File: config.mk
export PLATFORM = sky130hd
export DESIGN_NAME = seg7_scan_decoder
export DESIGN_NICKNAME = d
export VERILOG_FILES = /design/src/rtl/seg7_pkg.sv /design/src/rtl/seg7_pattern_decode.sv /design/src/rtl/seg7_scan_decoder.sv
export SDC_FILE = /design/constraint.sdc
export NUM_CORES = 1
export LEC_CHECK = 0
export ABC_CLOCK_PERIOD_IN_PS = 4800
export CORE_ASPECT_RATIO = 0.9
export CORE_UTILIZATION = 35
export CTS_CLUSTER_DIAMETER = 120
export DETAILED_ROUTE_END_ITERATION = 6
export REMOVE_ABC_BUFFERS = 1
export SLEW_MARGIN = 0
export SYNTH_ARGS = -nofsm -noshare
export SYNTH_HDL_FRONTEND = slang
export SYNTH_SLANG_ARGS = --single-unit
export TNS_END_PERCENT = 30
File: constraint.sdc
create_clock -name clk -period 4.8 [get_ports clk]
set_input_delay 1.2 -clock clk [delete_from_list [all_inputs] [get_ports clk]]
set_output_delay 1.2 -clock clk [all_outputs]
set_load 0.05 [all_outputs]
File: src/rtl/seg7_pkg.sv
// -----------------------------------------------------------------------------
// seg7_pkg
// Shared definitions for the 7-segment scan decoder and its pattern decoder:
//   - active-low hex font (segment order gfedcba, bit0 = a) and the blank code
//   - segment bit positions within the seg_n bus
//   - scan FSM state type
// -----------------------------------------------------------------------------
package seg7_pkg;

    // Active-low font, bit6 = g ... bit0 = a
    localparam logic [6:0] SEG7_HEX_0 = 7'b1000000;
    localparam logic [6:0] SEG7_HEX_1 = 7'b1111001;
    localparam logic [6:0] SEG7_HEX_2 = 7'b0100100;
    localparam logic [6:0] SEG7_HEX_3 = 7'b0110000;
    localparam logic [6:0] SEG7_HEX_4 = 7'b0011001;
    localparam logic [6:0] SEG7_HEX_5 = 7'b0010010;
    localparam logic [6:0] SEG7_HEX_6 = 7'b0000010;
    localparam logic [6:0] SEG7_HEX_7 = 7'b1111000;
    localparam logic [6:0] SEG7_HEX_8 = 7'b0000000;
    localparam logic [6:0] SEG7_HEX_9 = 7'b0010000;
    localparam logic [6:0] SEG7_HEX_A = 7'b0001000;
    localparam logic [6:0] SEG7_HEX_B = 7'b0000011;
    localparam logic [6:0] SEG7_HEX_C = 7'b1000110;
    localparam logic [6:0] SEG7_HEX_D = 7'b0100001;
    localparam logic [6:0] SEG7_HEX_E = 7'b0000110;
    localparam logic [6:0] SEG7_HEX_F = 7'b0001110;
    localparam logic [6:0] SEG7_BLANK = 7'b1111111;

    // Segment bit positions within seg_n
    localparam int unsigned SEG_A  = 0;
    localparam int unsigned SEG_B  = 1;
    localparam int unsigned SEG_C  = 2;
    localparam int unsigned SEG_D  = 3;
    localparam int unsigned SEG_E  = 4;
    localparam int unsigned SEG_F  = 5;
    localparam int unsigned SEG_G  = 6;
    localparam int unsigned SEG_DP = 7;

    typedef enum logic [1:0] {
        IDLE,
        DWELL,
        HOLD
    } seg7_state_e;

endpackage

File: src/rtl/seg7_pattern_decode.sv
// -----------------------------------------------------------------------------
// seg7_pattern_decode
// Combinational inverse of the hex font: maps an active-low 7-segment pattern
// back to its nibble.
//   pattern_i  [6:0] active-low segments, bit0 = a ... bit6 = g
//   nibble_o   [3:0] decoded value (0 when not a hex pattern)
//   is_hex_o         pattern is one of the 16 font entries
//   is_blank_o       pattern is all segments off
// -----------------------------------------------------------------------------
module seg7_pattern_decode
    import seg7_pkg::*;
(
    input  logic [6:0] pattern_i,
    output logic [3:0] nibble_o,
    output logic       is_hex_o,
    output logic       is_blank_o
);

    always_comb begin
        nibble_o   = 4'h0;
        is_hex_o   = 1'b1;
        is_blank_o = 1'b0;
        case (pattern_i)
            SEG7_HEX_0: nibble_o = 4'h0;
            SEG7_HEX_1: nibble_o = 4'h1;
            SEG7_HEX_2: nibble_o = 4'h2;
            SEG7_HEX_3: nibble_o = 4'h3;
            SEG7_HEX_4: nibble_o = 4'h4;
            SEG7_HEX_5: nibble_o = 4'h5;
            SEG7_HEX_6: nibble_o = 4'h6;
            SEG7_HEX_7: nibble_o = 4'h7;
            SEG7_HEX_8: nibble_o = 4'h8;
            SEG7_HEX_9: nibble_o = 4'h9;
            SEG7_HEX_A: nibble_o = 4'hA;
            SEG7_HEX_B: nibble_o = 4'hB;
            SEG7_HEX_C: nibble_o = 4'hC;
            SEG7_HEX_D: nibble_o = 4'hD;
            SEG7_HEX_E: nibble_o = 4'hE;
            SEG7_HEX_F: nibble_o = 4'hF;
            SEG7_BLANK: begin
                is_hex_o   = 1'b0;
                is_blank_o = 1'b1;
            end
            default:    is_hex_o = 1'b0;
        endcase
    end

endmodule

File: src/rtl/seg7_scan_decoder.sv
// -----------------------------------------------------------------------------
// seg7_scan_decoder
// Decodes a multiplexed active-low 7-segment bus (segments + digit enables)
// back into hex nibbles. Each digit's pattern must stay stable for
// STABLE_CYCLES registered samples before it is captured.
//
// Parameters:
//   NUM_DIGITS     number of multiplexed digits (1..8)
//   STABLE_CYCLES  identical registered samples needed for a capture (2..255)
//
// Ports:
//   clk          system clock
//   rst_n        asynchronous active-low reset
//   seg_n        segment drive, active-low, bit0 = a ... bit6 = g
//                (bit7 = dp when SEG7_DP_EN is defined)
//   an_n         digit enables, active-low, one-hot-low selects a digit
//   value        decoded nibbles, digit i at [4i+3:4i]
//   digit_valid  digit i holds a legal hex pattern from its last capture
//   frame_valid  pulse: every digit captured since the previous pulse
//   pattern_err  pulse: captured pattern is neither hex nor blank
//   err_digit    digit index of the last pattern_err
//   dp           (SEG7_DP_EN only) captured decimal point, 1 = lit
//
// Build option: define SEG7_DP_EN to widen seg_n with the decimal point and
// add the dp output.
// -----------------------------------------------------------------------------
module seg7_scan_decoder
    import seg7_pkg::*;
#(
    parameter int unsigned NUM_DIGITS    = 4,
    parameter int unsigned STABLE_CYCLES = 4
) (
    input  logic                    clk,
    input  logic                    rst_n,
`ifdef SEG7_DP_EN
    input  logic [7:0]              seg_n,
    output logic [NUM_DIGITS-1:0]   dp,
`else
    input  logic [6:0]              seg_n,
`endif
    input  logic [NUM_DIGITS-1:0]   an_n,
    output logic [4*NUM_DIGITS-1:0] value,
    output logic [NUM_DIGITS-1:0]   digit_valid,
    output logic                    frame_valid,
    output logic                    pattern_err,
    output logic [2:0]              err_digit
);

`ifdef SEG7_DP_EN
    localparam int unsigned SW = 8;
`else
    localparam int unsigned SW = 7;
`endif
    localparam int unsigned BW      = NUM_DIGITS + SW;
    localparam logic [7:0]  CNT_MAX = 8'(STABLE_CYCLES);

    // Input stage
    logic [BW-1:0] sample_q, prev_q;

    // FSM
    seg7_state_e   state_q, state_d;
    logic [7:0]    cnt_q, cnt_d;
    logic          capture;

    // Captured results
    logic [4*NUM_DIGITS-1:0] value_q, value_d;
    logic [NUM_DIGITS-1:0]   valid_q, valid_d;
    logic [NUM_DIGITS-1:0]   mask_q, mask_d;
    logic                    frame_q, frame_d;
    logic                    perr_q, perr_d;
    logic [2:0]              err_q, err_d;
`ifdef SEG7_DP_EN
    logic [NUM_DIGITS-1:0]   dp_q, dp_d;
`endif

    // Fields of the current sample
    logic [NUM_DIGITS-1:0] sel_an;
    logic [6:0]            sel_seg;
    logic                  same;
    logic                  legal;
    logic [2:0]            sel_idx;
    logic [3:0]            zero_cnt;
    logic [NUM_DIGITS-1:0] new_mask;

    logic [3:0] dec_nibble;
    logic       dec_hex;
    logic       dec_blank;

    assign sel_an  = sample_q[BW-1:SW];
    assign sel_seg = sample_q[SEG_G:SEG_A];
    assign same    = (sample_q == prev_q);

    // One-hot-low select -> digit index; legal only with exactly one low bit
    always_comb begin
        zero_cnt = '0;
        sel_idx  = '0;
        for (int unsigned i = 0; i < NUM_DIGITS; i++) begin
            if (!sel_an[i]) begin
                zero_cnt = zero_cnt + 4'd1;
                sel_idx  = 3'(i);
            end
        end
        legal = (zero_cnt == 4'd1);
    end

    seg7_pattern_decode u_decode (
        .pattern_i  (sel_seg),
        .nibble_o   (dec_nibble),
        .is_hex_o   (dec_hex),
        .is_blank_o (dec_blank)
    );

    // Input sample registers
    always_ff @(posedge clk or negedge rst_n) begin
        if (!rst_n) begin
            sample_q <= '1;
            prev_q   <= '1;
        end else begin
            sample_q <= {an_n, seg_n};
            prev_q   <= sample_q;
        end
    end

    // FSM state register
    always_ff @(posedge clk or negedge rst_n) begin
        if (!rst_n) begin
            state_q <= IDLE;
            cnt_q   <= '0;
        end else begin
            state_q <= state_d;
            cnt_q   <= cnt_d;
        end
    end

    // FSM next state. The first sample of a new select counts as 1, so the
    // capture fires on the edge where the count would reach STABLE_CYCLES.
    always_comb begin
        state_d = state_q;
        cnt_d   = cnt_q;
        capture = 1'b0;
        case (state_q)
            IDLE: begin
                if (legal) begin
                    state_d = DWELL;
                    cnt_d   = 8'd1;
                end
            end
            DWELL: begin
                if (same) begin
                    if (cnt_q + 8'd1 >= CNT_MAX) begin
                        capture = 1'b1;
                        state_d = HOLD;
                        cnt_d   = CNT_MAX;
                    end else begin
                        cnt_d = cnt_q + 8'd1;
                    end
                end else if (legal) begin
                    state_d = DWELL;
                    cnt_d   = 8'd1;
                end else begin
                    state_d = IDLE;
                    cnt_d   = '0;
                end
            end
            HOLD: begin
                if (!same) begin
                    if (legal) begin
                        state_d = DWELL;
                        cnt_d   = 8'd1;
                    end else begin
                        state_d = IDLE;
                        cnt_d   = '0;
                    end
                end
            end
            default: begin
                state_d = IDLE;
                cnt_d   = '0;
            end
        endcase
    end

    // Capture datapath
    assign new_mask = mask_q | ~sel_an;

    always_comb begin
        value_d = value_q;
        valid_d = valid_q;
        mask_d  = mask_q;
        frame_d = 1'b0;
        perr_d  = 1'b0;
        err_d   = err_q;
`ifdef SEG7_DP_EN
        dp_d    = dp_q;
`endif
        if (capture) begin
            for (int unsigned i = 0; i < NUM_DIGITS; i++) begin
                if (!sel_an[i]) begin
                    if (dec_hex) begin
                        value_d[4*i +: 4] = dec_nibble;
                        valid_d[i]        = 1'b1;
                    end else begin
                        valid_d[i] = 1'b0;
                    end
`ifdef SEG7_DP_EN
                    dp_d[i] = ~sample_q[SEG_DP];
`endif
                end
            end
            if (!dec_hex && !dec_blank) begin
                perr_d = 1'b1;
                err_d  = sel_idx;
            end
            if (&new_mask) begin
                frame_d = 1'b1;
                mask_d  = '0;
            end else begin
                mask_d = new_mask;
            end
        end
    end

    always_ff @(posedge clk or negedge rst_n) begin
        if (!rst_n) begin
            value_q <= '0;
            valid_q <= '0;
            mask_q  <= '0;
            frame_q <= 1'b0;
            perr_q  <= 1'b0;
            err_q   <= '0;
`ifdef SEG7_DP_EN
            dp_q    <= '0;
`endif
        end else begin
            value_q <= value_d;
            valid_q <= valid_d;
            mask_q  <= mask_d;
            frame_q <= frame_d;
            perr_q  <= perr_d;
            err_q   <= err_d;
`ifdef SEG7_DP_EN
            dp_q    <= dp_d;
`endif
        end
    end

    assign value       = value_q;
    assign digit_valid = valid_q;
    assign frame_valid = frame_q;
    assign pattern_err = perr_q;
    assign err_digit   = err_q;
`ifdef SEG7_DP_EN
    assign dp          = dp_q;
`endif

endmodule

=== Word-level counts from Yosys, hierarchy flattened ===
Cells that the tools add are included.
Widths: inputs -> output; s select.

* Flip-flop bits (word level): 61
* Input bits: 13
* Output and inout port bits: 25
* Logic and storage cells: 99

* Add/sub/neg operators: 4
* Order comparisons: 1
* Equality and inequality tests: 23
* Multiplexer cells: 31
* Bitwise logic cells: 6
* Reduce and logical (&&, ||, !) cells: 18

{| class="wikitable"
|+ Operators by type and width
! cell !! number
|-
| $pmux 4 s15 || 1
|-
| $eq 7x7->1 const B || 5
|-
| $mux 8 || 4
|-
| $pmux 8 s3 || 1
|-
| $eq 7x5->1 const B || 3
|-
| $eq 7x6->1 const B || 3
|-
| $mux 4 || 4
|-
| $reduce_or 16->1 || 1
|-
| $reduce_and 3->1 || 5
|-
| $eq 7x2->1 const B || 2
|-
| $eq 7x4->1 const B || 2
|-
| $mux 1 || 14
|-
| $add 4x1->4 const B || 3
|-
| $reduce_and 2->1 || 6
|-
| $eq 11x11->1 || 1
|-
| $mux 2 || 5
|-
| $add 8x1->8 const B || 1
|-
| $ge 8x3->1 const B || 1
|-
| $eq 7x3->1 const B || 1
|-
| $logic_not 7->1 || 1
|-
| $pmux 2 s3 || 1
|-
| $eq 4x1->1 const B || 1
|-
| $ne 2x2->1 const B || 2
|-
| $not 1->1 || 4
|-
| 10 further kinds || 11
|}

=== Depth between registers and ports, before layout ===
Gate-level depths: netlist (run 1).

* Depth in word-level cells: 11
* Gate-level depth with buffers: 9
* Gate-level depth less buffers: 9

=== Cells and area by module ===
A second synthesis (run 1) with hierarchy kept.

* Cells, all modules: 238
* Area total of the unflattened synthesis: 2972.9 um^2

{| class="wikitable"
|+ Modules (own cells, without submodules)
! module !! instances !! cells an instance !! area an instance (um^2) !! seq. area each (um^2)
|-
| seg7_scan_decoder || 1 || 179 || 2591.2 || 1529.0
|-
| seg7_pattern_decode || 1 || 59 || 381.6 || 0.0
|}

=== Worst setup path before layout (run 1) ===
Ideal clock, no wire load.

* Path kind: register -> register
* From: register sample_q[7]
* To: register cnt_q[2]
* Setup time: 0.119 ns
* Arrival: 2.324 ns
* Data required time: 4.681 ns
* Setup slack: 2.357 ns
* Stages on the path, launching flop included: 9
* Path buffers: 0
* Period minus slack after synthesis: 2.443 ns
* Cell sequence: dfstp_2 inv_1 ha_1 xnor2_1 ha_1 or3_1 o211ai_1 a21oi_1 a21bo_2

* Cells in the longest elaborated chain, start to end: 10
* Elaborated cells on any way between the ends: 14
* Those cells by class: add/sub: 3; eq/ne: 4; mux: 6; reduce/logical: 1

{| class="wikitable"
|+ RTL lines
! element !! line !! text
|-
| start, declared || seg7_scan_decoder.sv:58 || <nowiki>logic [BW-1:0] sample_q, prev_q;</nowiki>
|-
| start signal, assigned || seg7_scan_decoder.sv:119 || <nowiki>sample_q <= {an_n, seg_n};</nowiki>
|-
| $mux 1 || seg7_scan_decoder.sv:98 || <nowiki>if (!sel_an[i]) begin</nowiki>
|-
| $add 4x1->4 || seg7_scan_decoder.sv:99 || <nowiki>zero_cnt = zero_cnt + 4'd1;</nowiki>
|-
| $mux 4 || seg7_scan_decoder.sv:98 ||
|-
| $add 4x1->4 || seg7_scan_decoder.sv:99 ||
|-
| $mux 4 || seg7_scan_decoder.sv:98 ||
|-
| $add 4x1->4 || seg7_scan_decoder.sv:99 ||
|-
| $mux 4 || seg7_scan_decoder.sv:98 ||
|-
| $eq 4x1->1 || seg7_scan_decoder.sv:103 || <nowiki>legal = (zero_cnt == 4'd1);</nowiki>
|-
| $ne 2x2->1 (no line) || n/a ||
|-
| $reduce_and 2->1 (no line) || n/a ||
|-
| end signal, assigned || seg7_scan_decoder.sv:131 || <nowiki>cnt_q <= cnt_d;</nowiki>
|-
| end, declared || seg7_scan_decoder.sv:62 || <nowiki>logic [7:0] cnt_q, cnt_d;</nowiki>
|}

Parallel ways exist; a longest one is shown, timed or not.
A chain may end at the register's enable or synchronous reset.

=== Worst setup path after layout (run 1) ===
* From: register valid_q[0], in the netlist digit_valid[0]
* To: output digit_valid[0]

{| class="wikitable"
|+ RTL lines
! element !! line !! text
|-
| start, declared || seg7_scan_decoder.sv:67 || <nowiki>logic [NUM_DIGITS-1:0] valid_q, valid_d;</nowiki>
|-
| start signal, assigned || seg7_scan_decoder.sv:236 || <nowiki>valid_q <= valid_d;</nowiki>
|-
| end, declared || seg7_scan_decoder.sv:43 || <nowiki>output logic [NUM_DIGITS-1:0] digit_valid,</nowiki>
|}

No word-level cell between the ends.

==> results list, run 1 <==
- After detailed routing, the number of remaining DRC violations is 0.
- Max-capacitance violation count: 0
- Pre-CTS setup slack: 2157 ps
* Drt total wl: 6347 um
- After synthesis, the largest family of logic cells by area is simple AND/OR/NAND/NOR gates.
- Register area share after synthesis: 50.48%
* IO Pins: 38
- Number of buffers created by CTS: 9
* Share of post-route cells with drive strength above 1: 19.27%
- Once the floorplan was initialized, standard cells occupied 36.84% of the core.
- Number of hold buffers added after CTS: 0
- The signal on the critical path passes through clkdlybuf4s50_1.
- Gate count after technology mapping: 263
- Number of vias in the routed layout: 2,133
* Clock-pin slew reported for the worst setup and hold paths after clock tree synthesis: 80 ps
- Placer Congestion: 0.7460
* Tightest hold margin: 406.7 ps
- Final count of pins violating max slew: 0
- CTS H-Tree Depth: 3
- First-pass GRT wire length: 10,690 um
- The most used flip-flop cell after synthesis is dfrtp_1.
- The synthesized netlist devotes 4.337% of its cell area to XOR and XNOR gates.
* Total power after layout: 1.198 mW
* Number of port buffers: 36
* Cell at the slowest stage of the critical path: clkdlybuf4s50_1
* Async set or reset register ratio after synthesis: 100.0%
- Compared with the post-synthesis result, the final layout area differs by 22.35%.
- Relative max-transition margin: 46.09%
- The top cell types in the final layout, fill and taps aside, are dfrtp_1, clkdlybuf4s50_1, dfstp_2, inv_1, nor2_1.
- The pre-antenna-repair detailed-routing pass consisted of 4 iterations.
* Multiplexer share of the synthesized area: 4.791%
- Startpoint types: register
- Cell total after placement: 400
- Final nets: 313
- Number of antenna violations at the first check in global routing: 0
- Tmin final: 2738 ps
- Dividing the detail-routed wire length by the instance count gives 15.26 um.
- Core Rows: 31
* Die width: 100.1 um
* TritonCTS clock tree: built
- Cell class contributing the biggest share of worst-path delay: buffers and inverters
* Estimated wirelength of the detail-placed design: 4434 um
- In this design, the stage delay of the slowest critical-path cell is 810 ps.
* Post-Syn Area per Cell: 11.52 sq um
- Area of the placeable core: 0.008223 sq mm
- In this run the remaining antenna-violating nets after routing total 0.
- The cell sitting at the root of the clock tree is a clkbuf_8.
* Total negative slack for setup checks: 0 ps
- Maximum fanout along the worst path: 2
* Count of flip-flops with a built-in enable after synthesis: 0
- Worst Hold Class: reg2reg
* Final period utilization: 57.05%
* Synthesized-area fraction occupied by adder cells: 1.983%
* Layout Cells excl Fill: 416
- Later-pin clock latency in the skew report: 340 ps
- For the final database, setup skew stands at 10.35 ps.
- The first routing iteration left 59 violations.
- Mapped cell area: 0.003029 sq mm
- The library cell used most frequently in the layout, excluding fill and tap cells, is dfrtp_1.
- Final count of negative-setup-slack endpoints: 0
- Overall global routing resource usage: 15.37%
- Summing all flip-flop and latch instances after layout gives 0.001529 sq mm.
* Outcome: complete, no violations
* Number of inserted filler cells in the final layout: 794
- The worst setup path is captured at an output port.
- Using the TritonRoute via totals, the vias-per-cell ratio works out to 5.127.
- The clock passes through at most 2 buffers.
* Simple-gate area share of the yosys netlist: 17.64%
- Total number of clock tree sinks: 60
* Required @ worst endpoint: 3600 ps
* Postcts setup bufs: 0
- Count of distinct cell types in the synthesized netlist: 68
- Synth Area in Compound Gates: 16.23%
- Die ar.: 0.009031 sq mm
* Buffers and inverters on the worst path: 1
- Y dimension of the die: 90.26 um
* Number of global-route vias before repair: 2,110
* Worst path setup slack after routing: 2062 ps
- Setup repair after global routing missed its margin: false
- Lkg Pwr: 1.492 nW
- Crit path DAT: 1540 ps
- For this design the ratio of total power to cell area is 323.3 mW/mm^2.
* Largest net degree at the start of global routing: 39
* Transition time of the tightest slew-check pin: 808.6 ps
* Multi-input logic area: 0.001366 sq mm
- After global routing the overflow that remains totals 0.
- Static timing analysis puts the maximum clock frequency at 365.2 MHz.
- Number of endpoints with negative hold slack in the final report: 0
- PostCTS Resize Cnt: 0
- The setup path with the least slack is of type reg2out.
- Number of synthesized register bits: 60
- The number of antenna diodes in the final layout is 0.
* Maximum VDD drop: 0.0001719 V
* Ys Warns: 0
## stage by stage
step                area [sq um]  utilization (%)
floorplan                   2952                -
global placement            3458            42.06
detailed placement          3458            42.06
CTS                         3706            45.07
global route                3706            45.07
finish                      3706            45.07
## power by group
| part | leakage [nW] | switching [mW] | internal [mW] |
|---|---|---|---|
| Clock | 0.120 | 0.207 | 0.348 |
| Combinational | 0.613 | 0.0487 | 0.0397 |
| Sequential | 0.759 | 0.0268 | 0.528 |
## kinds of logic after synthesis
logic type | count (synthesis)
AND/OR/NAND/NOR | 79
buffers and inverters | 30
XOR/XNOR | 15
other | 1
AO/OA/AOI/OAI | 61
adder cells (fa/ha/maj) | 5
flip-flops | 60
multiplexers | 12
## Yosys cell counts (2+ instances only)
library cell | instances | area [sq um]
mux2_1 | 8 | 90.09
nor2_1 | 13 | 48.80
dfrtp_1 | 38 | 950.9
a211oi_4 | 3 | 60.06
buf_2 | 5 | 25.02
and2_1 | 7 | 43.79
o2111ai_1 | 7 | 61.31
nand4_1 | 5 | 31.28
a21oi_1 | 5 | 25.02
clkbuf_1 | 6 | 22.52
inv_1 | 15 | 56.30
mux2_4 | 3 | 45.04
o21a_1 | 4 | 30.03
a2111oi_0 | 2 | 17.52
nor3b_1 | 2 | 15.01
xor2_1 | 12 | 105.1
or3_1 | 3 | 18.77
nand2_1 | 5 | 18.77
nor4_4 | 2 | 42.54
nor3_1 | 4 | 20.02
o211ai_1 | 4 | 30.03
nor4bb_1 | 3 | 30.03
o22ai_1 | 3 | 18.77
dfstp_2 | 22 | 578.1
o21ai_1 | 6 | 30.03
a22oi_1 | 2 | 15.01
nand3_1 | 9 | 45.04
nor2b_1 | 6 | 37.54
a21boi_1 | 2 | 15.01
a2bb2oi_1 | 2 | 17.52
ha_1 | 4 | 50.05
a211oi_1 | 2 | 15.01
xnor2_1 | 3 | 26.28
buf_4 | 2 | 15.01
nand2b_1 | 5 | 31.28
o21ai_0 | 7 | 35.03
## final timing paths
kind,slack [ps],cells past startpoint,endpoint,startpoint
max,2060,1,digit_valid[0],digit_valid[0]
max in group asynchronous,2980,2,sample_q[7],rst_n
min reg2reg,410,0,prev_q[7],sample_q[7]
max reg2reg,2150,8,cnt_q[2],sample_q[7]
min,410,0,prev_q[7],sample_q[7]
min in group asynchronous,960,1,pattern_err,rst_n
## per-layer routing
metal	global-route usage, %	up-vias	routed length, um
met1	21.25	1052	3067
met2	22.82	50	2944
met3	5.108	10	232
met4	4.589	0	103
li1	-	1021	-
met5	0	-	0
## layout make-up
class                      count  share of cell area [%]
timing repair buffer          37                   9.791
clock inverter                 7                   3.342
clock buffer                   9                   3.342
tap                          115                   3.883
multi-input combinational    173                   36.87
sequential                    60                   41.26
inverter                      15                   1.519
## state kept, by name, summed over array words and instances (netlist names)
name and count:
value 16, prev_q 11, sample_q 11, cnt_q 8, digit_valid 4, mask_q 4
err_digit 2, state_q 2, frame_valid 1, pattern_err 1
No activity file was read; power rests on OpenSTA's default activity.
==> run 2, diff against run 1 <==
Settings changed: ABC_CLOCK_PERIOD_IN_PS 4800 to 2700.
Clock period 4.8 ns to 2.7 ns, I/O delays scaled along.
==> run 2 against run 1 <==
Against the previous run: critical path depth is 7 higher; combinational power grew 96%; power rose by 56%; die area unchanged; sequential share of layout area unchanged; non-clock buffer count grew 9; cell count up 2.2%; clock power is 29% higher; worst hold slack lost 140 ps; via count about the same; register-to-register slack got worse by 2000 ps; wire length is 0.24% higher.
==> results list, run 2 (synthesis gave the netlist of run 1 again) <==
- The total core area is 0.008223 sq mm (unchanged).
- Startpoint types: register
- By instance count, the cell type seen most on the critical path is ha_1.
- The maximum count of clock buffers along a single path is 2 (unchanged).
* Required @ worst endpoint: 2940 ps (-660 ps)
* Lkg Pwr: 1.512 nW (+1.4%)
* Total iterations of the first detailed-routing run: 4 (unchanged)
- The slowest stage of the critical path is the dfstp_2 cell.
- Total negative slack for setup checks: 0 ps (unchanged)
- The post-detailed-placement half-perimeter wirelength came to 4622 um (+4.2%).
- The peak ir drop on the vdd network came to 0.0002431 V (+41%).
- Area added between synthesis and finish: 22.35% (unchanged)
* Share of post-route cells with drive strength above 1: 20.97% (+1.7 points)
- TritonCTS built the clock tree.
- The total power consumption of the routed design came to 1.867 mW (+56%).
- Placer Congestion: 0.7765 (+4.1%)
- The pin count of the biggest net entering global routing is 23 (-41%).
- Post-DRT Antenna Nets: 0 (unchanged)
- Flip-flop count of the largest register after layout: 16 (unchanged)
- The setup slack of the most critical reg-to-reg path is 190 ps (-1960 ps).
* Worst setup path end: cnt_q[2]
* Max-capacitance violation count: 0 (unchanged)
- Transition time of the tightest slew-check pin: 687.7 ps (-120.9 ps)
* Number of port buffers: 36 (unchanged)
* Crit path DAT: 2750 ps (+1210 ps)
- The cell sitting at the root of the clock tree is a clkbuf_8.
* Crit path largest cell delay: 590 ps (-220 ps)
- The worst setup skew after layout is 8.963 ps (-1.382 ps).
- The antenna diode count was 0 (unchanged).
- Final nets: 322 (+2.9%)
* Most frequent standard cell in the layout excluding fill and tap cells: dfrtp_1
* Worst flop-to-flop path endpoint: cnt_q[2]
- The insertion delay of the later-clocked pin in the worst-skew pair was 340 ps (about the same).
* Areal power density over the cells: 503.9 mW/mm^2 (+56%)
- The path class of the tightest hold or removal check is in2async.
- First-pass GRT wire length: 11,120 um (+4.1%)
- Number of hold buffers added after CTS: 0 (unchanged)
- Die ar.: 0.009031 sq mm (unchanged)
- The startpoint identified for the worst register-to-register timing path is sample_q[7].
- Nature of the critical path endpoint: register
- Maximum fanout along the worst path: 7 (+5)
* Drt total wl: 6362 um (+0.24%)
* Number of vias in the routed layout: 2,131 (-0.094%)
- Y dimension of the die: 90.26 um (unchanged)
* Overall global routing resource usage: 16.08% (+0.70 points)
* Number of global-route vias before repair: 2,266 (+7.4%)
* Total number of clock tree sinks: 60 (unchanged)
- Final count of pins violating max slew: 0 (unchanged)
* Number of remaining DRC errors: 0 (unchanged)
- Core Rows: 31 (unchanged)
* Number of buffers created by CTS: 9 (unchanged)
* Tmin final: 2510 ps
* Detail-routed net length per standard cell: 14.97 um (-1.9%)
- Fmax: 398.5 MHz
* Final count of negative-setup-slack endpoints: 0 (unchanged)
* CTS H-Tree Depth: 3 (unchanged)
- Clock-pin slew reported for the worst setup and hold paths after clock tree synthesis: 70 ps (about the same)
- After layout, the worst path uses 92.95% of the clock period.
- Cells along the critical path: inv_1 -> ha_1 -> xnor2_2 -> ha_1 -> or3_1 -> o211ai_1 -> a21oi_1 -> a21bo_2
* Setup repair after global routing missed its margin: false
- The DRC marker count from the first detailed-route iteration is 139 (+140%).
- GRT overflow: 0 (unchanged)
- Highest-count cells in the layout ignoring fill and taps: dfrtp_1, clkdlybuf4s50_1, dfstp_2, inv_1, nor2_1
* Worst-case reg-to-reg path depth: 8 (unchanged)
* Die width: 100.1 um (unchanged)
- The final hold violation count came to 0 (unchanged).
- IO Pins: 38 (unchanged)
- Number of antenna violations at the first check in global routing: 0 (unchanged)
- In this run the worst setup path begins at sample_q[7].
- Outcome: complete, no violations
- The worst slew margin relative to its limit came to 52.97% (+6.9 points).
- Starting Density: 36.84% (unchanged)
* Path type of the worst setup path: reg2reg
- The per-cell via count in the routed design is 5.014 (-2.2%).
[run 2: cell type report]
type / count / area, sq um
fill: 801 / 4517
tap: 115 / 143.9
clock buffer: 14 / 162.7
sequential: 60 / 1529
timing repair buffer: 46 / 430.4
inverter: 15 / 56.30
multi-input combinational: 173 / 1374
clock inverter: 2 / 10.01
[run 2: how the worst min path moves through the flow]
stage,from,depth (start not counted),slack (ps),to
floorplan,rst_n,0,380,cnt_q[0]
global placement,sample_q[8],0,390,prev_q[8]
detailed placement,sample_q[8],0,390,prev_q[8]
CTS,rst_n,1,270,cnt_q[0]
global route,rst_n,1,270,cnt_q[0]
finish,rst_n,1,270,cnt_q[0]
[run 2: metal layers]
metal | up-vias | GRT usage [%] | wire length, um
li1 | 1043 | - | -
met1 | 1036 | 21.45 | 3043
met3 | 9 | 5.108 | 317
met4 | 0 | 6.159 | 95
met5 | - | 0 | 0
met2 | 43 | 24.31 | 2905
[run 2: timing repair]
action                     4_1_cts  5_1_grt
resized for setup                0        1
setup endpoints to repair        0        6
setup buffers                    0        0
[run 2: through the flow]
step / instance area, sq um / hold slack [ps] / setup WS, ps / cells / util (%)
after CTS: 3699 / 271.5 / 135.6 / 425 / 44.98
after floorplan: 2952 / 379.4 / 259.3 / 248 / -
after global routing: 3706 / 273.1 / 7.425 / 425 / 45.07
after detailed placement: 3526 / 393.3 / 145.5 / 409 / 42.88
final: 3706 / 265.4 / 190.5 / 425 / 45.07
after global placement: 3526 / 391.9 / 160.4 / 409 / 42.88
[run 2: report_power, final]
part	leakage (nW)	switching [mW]	internal, mW	total, mW
sequential	0.759	0.0412	0.938	0.980
combinational	0.663	0.0957	0.0774	0.173
clock	0.0905	0.334	0.381	0.715
[run 2: worst max-delay path: cells and delay by family, from the launching register on]
family                   cells  cell delay, ps
buffers and inverters        1              70
adder cells (fa/ha/maj)      2             590
XOR/XNOR                     1             200
flip-flops                   1             590
AND/OR/NAND/NOR              1             380
AO/OA/AOI/OAI                3             580
